--- src/rtl/uart_tx_arb_pkg.sv ---
// Shared types and default constants for the UART transmit arbiter.
package uart_tx_arb_pkg;

    // Arbiter FSM states.
    typedef enum logic [1:0] {
        StIdle,
        StLoad,
        StWaitBusy,
        StWaitDone
    } arb_state_e;

    localparam int unsigned DataWidthDefault  = 8;
    localparam int unsigned NumReqDefault     = 4;
    localparam int unsigned TimeoutCycDefault = 8;

    // Width of a requester index; never zero so a single requester still gets one bit.
    function automatic int unsigned id_width(input int unsigned num_req);
        return (num_req > 1) ? $clog2(num_req) : 1;
    endfunction

endpackage

--- src/rtl/uart_tx_arb_if.sv ---
// Bundle of requester-side and UART_TX-side signals around the arbiter.
interface uart_tx_arb_if
    import uart_tx_arb_pkg::*;
#(
    parameter int unsigned DATAWIDTH = DataWidthDefault,
    parameter int unsigned NUM_REQ   = NumReqDefault
);
    localparam int unsigned IdW = id_width(NUM_REQ);

    logic [NUM_REQ-1:0]           REQ;
    logic [NUM_REQ*DATAWIDTH-1:0] REQ_DATA;
    logic [NUM_REQ-1:0]           REQ_PAR_EN;
    logic [NUM_REQ-1:0]           REQ_PAR_TYP;
    logic [NUM_REQ-1:0]           ACK;
    logic [DATAWIDTH-1:0]         P_DATA;
    logic                         PAR_EN;
    logic                         PAR_TYP;
    logic                         DATA_VALID;
    logic                         BUSY;
    logic                         ARB_BUSY;
    logic                         TIMEOUT;
    logic [IdW-1:0]               GNT_ID;

    // Arbiter side.
    modport slave (
        input  REQ, REQ_DATA, REQ_PAR_EN, REQ_PAR_TYP, BUSY,
        output ACK, P_DATA, PAR_EN, PAR_TYP, DATA_VALID, ARB_BUSY, TIMEOUT, GNT_ID
    );

    // Requesters plus UART_TX side.
    modport master (
        output REQ, REQ_DATA, REQ_PAR_EN, REQ_PAR_TYP, BUSY,
        input  ACK, P_DATA, PAR_EN, PAR_TYP, DATA_VALID, ARB_BUSY, TIMEOUT, GNT_ID
    );

endinterface

--- src/rtl/uart_tx_arb_rr_arbiter.sv ---
// Stateless round-robin picker: first active request at or after last_i + 1, wrapping.
module rr_arbiter
    import uart_tx_arb_pkg::*;
#(
    parameter int unsigned NUM_REQ = NumReqDefault,
    localparam int unsigned IdW    = id_width(NUM_REQ)
) (
    input  logic [NUM_REQ-1:0] req_i,
    input  logic [IdW-1:0]     last_i,
    output logic [IdW-1:0]     gnt_o,
    output logic               valid_o
);

    logic [31:0] idx;

    // Walk the requests in rotated order and keep the first hit.
    always_comb begin
        gnt_o   = '0;
        valid_o = 1'b0;
        idx     = '0;
        for (int i = 0; i < NUM_REQ; i++) begin
            idx = (32'(last_i) + 32'(i) + 32'd1) % NUM_REQ;
            if (!valid_o && req_i[idx[IdW-1:0]]) begin
                gnt_o   = idx[IdW-1:0];
                valid_o = 1'b1;
            end
        end
    end

endmodule

--- src/rtl/uart_tx_arb.sv ---
// Shares one UART_TX among NUM_REQ requesters: round-robin grant, one-cycle
// DATA_VALID/ACK handoff, then waits for UART_TX BUSY to rise and fall.
module uart_tx_arb
    import uart_tx_arb_pkg::*;
#(
    parameter int unsigned DATAWIDTH   = DataWidthDefault,
    parameter int unsigned NUM_REQ     = NumReqDefault,
    parameter int unsigned TIMEOUT_CYC = TimeoutCycDefault
) (
    input logic           CLK,
    input logic           RST,
    uart_tx_arb_if.slave  bus
);

    localparam int unsigned IdW  = id_width(NUM_REQ);
    localparam int unsigned CntW = $clog2(TIMEOUT_CYC + 1);

    arb_state_e           state_q;
    logic [IdW-1:0]       last_q;
    logic [CntW-1:0]      cnt_q;
    logic [DATAWIDTH-1:0] p_data_q;
    logic                 par_en_q;
    logic                 par_typ_q;
    logic [IdW-1:0]       gnt_id_q;
    logic                 data_valid_q;
    logic [NUM_REQ-1:0]   ack_q;
    logic                 arb_busy_q;
    logic                 timeout_q;

    logic [IdW-1:0]       arb_gnt;
    logic                 arb_valid;
    logic [DATAWIDTH-1:0] req_chars [NUM_REQ];

    for (genvar g = 0; g < NUM_REQ; g++) begin : g_unpack
        assign req_chars[g] = bus.REQ_DATA[g*DATAWIDTH +: DATAWIDTH];
    end

    rr_arbiter #(
        .NUM_REQ (NUM_REQ)
    ) u_rr_arbiter (
        .req_i   (bus.REQ),
        .last_i  (last_q),
        .gnt_o   (arb_gnt),
        .valid_o (arb_valid)
    );

    // FSM with all outputs, LAST and the timeout counter registered together.
    always_ff @(posedge CLK) begin
        if (RST) begin
            state_q      <= StIdle;
            last_q       <= IdW'(NUM_REQ - 1);
            cnt_q        <= '0;
            p_data_q     <= '0;
            par_en_q     <= 1'b0;
            par_typ_q    <= 1'b0;
            gnt_id_q     <= '0;
            data_valid_q <= 1'b0;
            ack_q        <= '0;
            arb_busy_q   <= 1'b0;
            timeout_q    <= 1'b0;
        end else begin
            data_valid_q <= 1'b0;
            ack_q        <= '0;
            timeout_q    <= 1'b0;
            unique case (state_q)
                StIdle: begin
                    // A busy UART_TX blocks any grant, so the winner is chosen late.
                    if (arb_valid && !bus.BUSY) begin
                        state_q      <= StLoad;
                        last_q       <= arb_gnt;
                        gnt_id_q     <= arb_gnt;
                        p_data_q     <= req_chars[arb_gnt];
                        par_en_q     <= bus.REQ_PAR_EN[arb_gnt];
                        par_typ_q    <= bus.REQ_PAR_TYP[arb_gnt];
                        data_valid_q <= 1'b1;
                        ack_q        <= NUM_REQ'(1) << arb_gnt;
                        arb_busy_q   <= 1'b1;
                    end
                end
                StLoad: begin
                    state_q <= StWaitBusy;
                    cnt_q   <= '0;
                end
                StWaitBusy: begin
                    if (bus.BUSY) begin
                        state_q <= StWaitDone;
                    end else if (cnt_q == CntW'(TIMEOUT_CYC - 1)) begin
                        state_q    <= StIdle;
                        timeout_q  <= 1'b1;
                        arb_busy_q <= 1'b0;
                        cnt_q      <= '0;
                    end else begin
                        cnt_q <= cnt_q + CntW'(1);
                    end
                end
                StWaitDone: begin
                    if (!bus.BUSY) begin
                        state_q    <= StIdle;
                        arb_busy_q <= 1'b0;
                    end
                end
                default: state_q <= StIdle;
            endcase
        end
    end

    assign bus.ACK        = ack_q;
    assign bus.P_DATA     = p_data_q;
    assign bus.PAR_EN     = par_en_q;
    assign bus.PAR_TYP    = par_typ_q;
    assign bus.DATA_VALID = data_valid_q;
    assign bus.ARB_BUSY   = arb_busy_q;
    assign bus.TIMEOUT    = timeout_q;
    assign bus.GNT_ID     = gnt_id_q;

endmodule

--- src/flat_wrapper.sv ---
// flat-port wrapper written by rule: the top's interface ports become plain ports
module uart_tx_arb_flat import uart_tx_arb_pkg::*;
#(
    parameter int unsigned DATAWIDTH   = DataWidthDefault,
    parameter int unsigned NUM_REQ     = NumReqDefault,
    parameter int unsigned TIMEOUT_CYC = TimeoutCycDefault
)
  (CLK, RST, bus_REQ, bus_REQ_DATA, bus_REQ_PAR_EN, bus_REQ_PAR_TYP, bus_BUSY, bus_ACK, bus_P_DATA, bus_PAR_EN, bus_PAR_TYP, bus_DATA_VALID, bus_ARB_BUSY, bus_TIMEOUT, bus_GNT_ID);
  uart_tx_arb_if #(.DATAWIDTH(DATAWIDTH), .NUM_REQ(NUM_REQ)) bus_i ();
  input logic CLK;
  input logic RST;
  input wire logic [$bits(bus_i.REQ)-1:0] bus_REQ;
  input wire logic [$bits(bus_i.REQ_DATA)-1:0] bus_REQ_DATA;
  input wire logic [$bits(bus_i.REQ_PAR_EN)-1:0] bus_REQ_PAR_EN;
  input wire logic [$bits(bus_i.REQ_PAR_TYP)-1:0] bus_REQ_PAR_TYP;
  input wire logic [$bits(bus_i.BUSY)-1:0] bus_BUSY;
  output wire logic [$bits(bus_i.ACK)-1:0] bus_ACK;
  output wire logic [$bits(bus_i.P_DATA)-1:0] bus_P_DATA;
  output wire logic [$bits(bus_i.PAR_EN)-1:0] bus_PAR_EN;
  output wire logic [$bits(bus_i.PAR_TYP)-1:0] bus_PAR_TYP;
  output wire logic [$bits(bus_i.DATA_VALID)-1:0] bus_DATA_VALID;
  output wire logic [$bits(bus_i.ARB_BUSY)-1:0] bus_ARB_BUSY;
  output wire logic [$bits(bus_i.TIMEOUT)-1:0] bus_TIMEOUT;
  output wire logic [$bits(bus_i.GNT_ID)-1:0] bus_GNT_ID;
  assign bus_i.REQ = bus_REQ;
  assign bus_i.REQ_DATA = bus_REQ_DATA;
  assign bus_i.REQ_PAR_EN = bus_REQ_PAR_EN;
  assign bus_i.REQ_PAR_TYP = bus_REQ_PAR_TYP;
  assign bus_i.BUSY = bus_BUSY;
  assign bus_ACK = bus_i.ACK;
  assign bus_P_DATA = bus_i.P_DATA;
  assign bus_PAR_EN = bus_i.PAR_EN;
  assign bus_PAR_TYP = bus_i.PAR_TYP;
  assign bus_DATA_VALID = bus_i.DATA_VALID;
  assign bus_ARB_BUSY = bus_i.ARB_BUSY;
  assign bus_TIMEOUT = bus_i.TIMEOUT;
  assign bus_GNT_ID = bus_i.GNT_ID;
  uart_tx_arb #(.DATAWIDTH(DATAWIDTH), .NUM_REQ(NUM_REQ), .TIMEOUT_CYC(TIMEOUT_CYC)) u_core (.CLK(CLK), .RST(RST), .bus(bus_i));
endmodule
--- config.mk ---
export PLATFORM = sky130hd
export DESIGN_NAME = uart_tx_arb_flat
export DESIGN_NICKNAME = d
export VERILOG_FILES = /design/src/rtl/uart_tx_arb_pkg.sv /design/src/rtl/uart_tx_arb_if.sv /design/src/rtl/uart_tx_arb_rr_arbiter.sv /design/src/rtl/uart_tx_arb.sv /design/src/flat_wrapper.sv
export SDC_FILE = /design/constraint.sdc
export NUM_CORES = 1
export LEC_CHECK = 0
export BUFFER_PORTS_ARGS = -buffer_cell sky130_fd_sc_hd__buf_2
export CORE_MARGIN = 3
export CORE_UTILIZATION = 40
export CTS_CLUSTER_DIAMETER = 200
export DETAILED_ROUTE_END_ITERATION = 10
export PLACE_DENSITY = 0.66
export SLEW_MARGIN = 20
export SYNTH_ARGS = -nofsm -noshare
export SYNTH_HDL_FRONTEND = slang
export SYNTH_SLANG_ARGS = --single-unit
--- constraint.sdc ---
create_clock -name CLK -period 1.95 [get_ports CLK]
set_clock_uncertainty 0.2 [all_clocks]
set_input_delay 0.39 -clock CLK [delete_from_list [all_inputs] [get_ports CLK]]
set_output_delay 0.39 -clock CLK [all_outputs]
set_load 0.01 [all_outputs]
==> results.cfg <==
[sta]
layout_setup_ws_ns = 0.1688
setup_viol = 0
setup-tns-final_ns = 0
worstMarginPinSlew_ns = 0.3346
period_share_pct = 91.34
finalHoldViolCount = 0
slew_headroom_pct = 77.51
fmax_mhz = 561.4
finalMaxSlewViolations = 0
rsz0062_at_grt = no
fin_crit_ns = 1.781

[cts]
post_cts_buffers = 0
path_clk_slew_ns = 0.10
numCtsBuffers = 3
clock_latency_ns = 0.27
clockBufferDepth = 2
cts.sinks = 27
cts.repair.resized = 0
root_buffer = clkbuf_8
cts_tree = yes
cts_hold_buf = 0
cts_max_level = 1

[worst_setup_path]
cp.depth = 6
worst_path_max_delay_cell = dfxtp_1
cp-startpoint = u_core.state_q[0]
endpoint_kind = flip-flop
worstSetupStartpointType = flip-flop
r2r-start = u_core.state_q[0]
path_delay_family = compound AO/OA/AOI/OAI gates
crit_buf_inv = 1
critPathArrivalTime_ns = 1.79
required_ns = 1.96
crit_chain = nor3_1 > nand2_2 > inv_2 > a21boi_4 > o21ai_0 > o211ai_1
reg2reg_depth = 6
critPathKind = flip-flop to flip-flop
worstSetupEndpoint = u_core.bus.PAR_TYP
crit_fanout = 12
rr_endpoint = u_core.bus.PAR_TYP
cp_slowest_stage_delay_ns = 0.38
r2r_setup_slack_ns = 0.17

[routing]
vias_per_cell = 4.960
vias = 1493
wl_per_cell_um = 12.09
routed_wl_um = 3640
dr.pass1.iters = 4
drc_errors = 0
drtIter0Drc = 114
drtAntennaViolNets = 0

[cells_and_area]
nNetsFinal = 304
fillers = 361
layout_commonest_cell = buf_2
drive_gt1_share_pct = 36.47
layout_common_cells = buf_2, dfxtp_1, nand2_1, inv_1, buf_4
diodes = 0
syn_to_final_growth_pct = 32.64

[synth]
synth_cells = 183
seq_area_frac_synth_pct = 35.97
synth-seq-cells = 27
syn_area_um2 = 1503
synth_cell_type_count = 37
avgSynthCellArea_um2 = 8.211
yosys_warnings = 0
syn-num-nets = 231

[global_routing]
antenna_found_initial = 0
grt_pass1_wl_um = 5830
grt_max_degree = 16
grt_usage_pct = 16.36
grt_pass1_vias = 1314
overflow = 0

[floorplanning]
die_y_um = 67.29
die_x_um = 67.29
core_area_um2 = 3468
initial_core_util_pct = 43.33
num_rows = 21
io_pins = 66
dieArea_um2 = 4528

[pwr]
p_leak_nw = 0.9886
p_per_area_nw_per_um2 = 662.9
peakVddDrop_mv = 0.3856

[run]
maxCapViolations = 0

[placement]
place.gp.congestion = 0.8261
io_buffers = 65
pre_cts_ws_ns = 0.06199
hpwl_um = 2870

[outcome]
outcome = finished, final reports clean

[worst_hold_path]
min_path_type = input pin to flip-flop
## final cells by class
class / instances / area, um^2 / share of cell area [%]
inverter: 18 / 67.56 / 3.390
clock buffer: 3 / 41.29 / 2.072
timing repair buffer: 81 / 457.9 / 22.98
tap: 46 / 57.56 / 2.888
sequential: 27 / 540.5 / 27.12
multi-input combinational: 125 / 823.3 / 41.31
clock inverter: 1 / 5.005 / 0.2511
## worst min path at each step
| stage | startpoint | endpoint | slack [ns] | depth (start not counted) |
|---|---|---|---|---|
| floorplan | u_core.last_q[0] | u_core.last_q[0] | 0.26 | 2 |
| global placement | u_core.bus.GNT_ID[1] | u_core.bus.GNT_ID[1] | 0.24 | 2 |
| detailed placement | u_core.bus.GNT_ID[1] | u_core.bus.GNT_ID[1] | 0.23 | 2 |
| CTS | bus_REQ_PAR_TYP[3] | u_core.bus.PAR_TYP | 0.22 | 3 |
| global route | bus_REQ_PAR_TYP[3] | u_core.bus.PAR_TYP | 0.22 | 3 |
| finish | bus_REQ_DATA[25] | u_core.bus.P_DATA[1] | 0.21 | 3 |
## state kept, by name, summed over array words and instances (netlist names)
register	flops
u_core.last_q	2
u_core.bus.PAR_EN	1
u_core.bus.DATA_VALID	1
u_core.state_q	2
u_core.bus.ARB_BUSY	1
u_core.bus.PAR_TYP	1
u_core.cnt_q	4
u_core.bus.ACK	4
u_core.bus.TIMEOUT	1
u_core.bus.P_DATA	8
u_core.bus.GNT_ID	2
## report_power, final
part           switching [W]  leakage (nW)  internal [W]  total [W]
Combinational       0.000188         0.742      0.000186   0.000374
Sequential         0.0000272         0.221      0.000597   0.000625
Clock               0.000179        0.0255      0.000143   0.000322
## worst reg2reg max path, cell delays in order, from the launching register on
cell and delay (ns):
dfxtp_1 0.38, nor3_1 0.32, nand2_2 0.11, inv_2 0.08
a21boi_4 0.34, o21ai_0 0.18, o211ai_1 0.12
## metal layers
layer | global-route usage (%) | routed length, um | vias to the layer above
li1 | - | - | 798
met1 | 23.58 | 1730 | 648
met2 | 25.89 | 1677 | 45
met3 | 2.496 | 221 | 2
met4 | 3.038 | 10 | 0
met5 | 0 | 0 | -
## cells in the mapped netlist
cell      count  share of area, %
dfxtp_1      27                36
inv_1        17               4.2
nand2_1      17               4.2
mux2i_1      12               8.0
nor2_1       12               3.0
o211ai_1     12               6.0
a31oi_1      10               4.2
and4_1       10               5.8
nand2b_1      7               2.9
clkbuf_1      6               1.5
o21ai_0       6               2.0
a22oi_1       5               2.5
and3_1        4               1.7
o21ai_1       4               1.3
a21oi_1       3               1.0
buf_2         3               1.0
o22ai_1       3               1.2
a21o_1        2               1.0
and2_1        2              0.83
buf_6         2               1.5
nor3_1        2              0.67
o21ai_2       2               1.2
a21boi_4      1               1.2
a21oi_2       1              0.58
buf_1         1              0.25
buf_4         1              0.50
ha_1          1              0.83
inv_2         1              0.25
nand2_2       1              0.42
nand3_1       1              0.33
nor2_2        1              0.42
nor2b_1       1              0.42
nor4_2        1              0.83
o21a_1        1              0.50
o22a_1        1              0.58
o31ai_1       1              0.50
o32ai_1       1              0.58
## stage by stage
step / instance area [um^2] / power (W) / util (%) / std cells / hold slack [ns]
final: 1993 / 0.001321 / 57.47 / 301 / 0.2115
after global routing: 1993 / 0.001406 / 57.47 / 301 / 0.2238
after CTS: 1993 / 0.001338 / 57.47 / 301 / 0.2166
after detailed placement: 1947 / 0.001016 / 56.13 / 297 / 0.2335
after global placement: 1947 / 0.001013 / 56.13 / 297 / 0.2355
after floorplan: 1503 / 0.0008666 / - / 183 / 0.2633
## kinds of logic after synthesis
logic type	count (synthesis)	synth area share, %
multiplexers	12	7.994
adder cells (fa/ha/maj)	1	0.8325
flip-flops	27	35.97
AO/OA/AOI/OAI	53	24.40
AND/OR/NAND/NOR	59	21.56
buffers and inverters	31	9.241
Power figures use the tool's default switching activity.
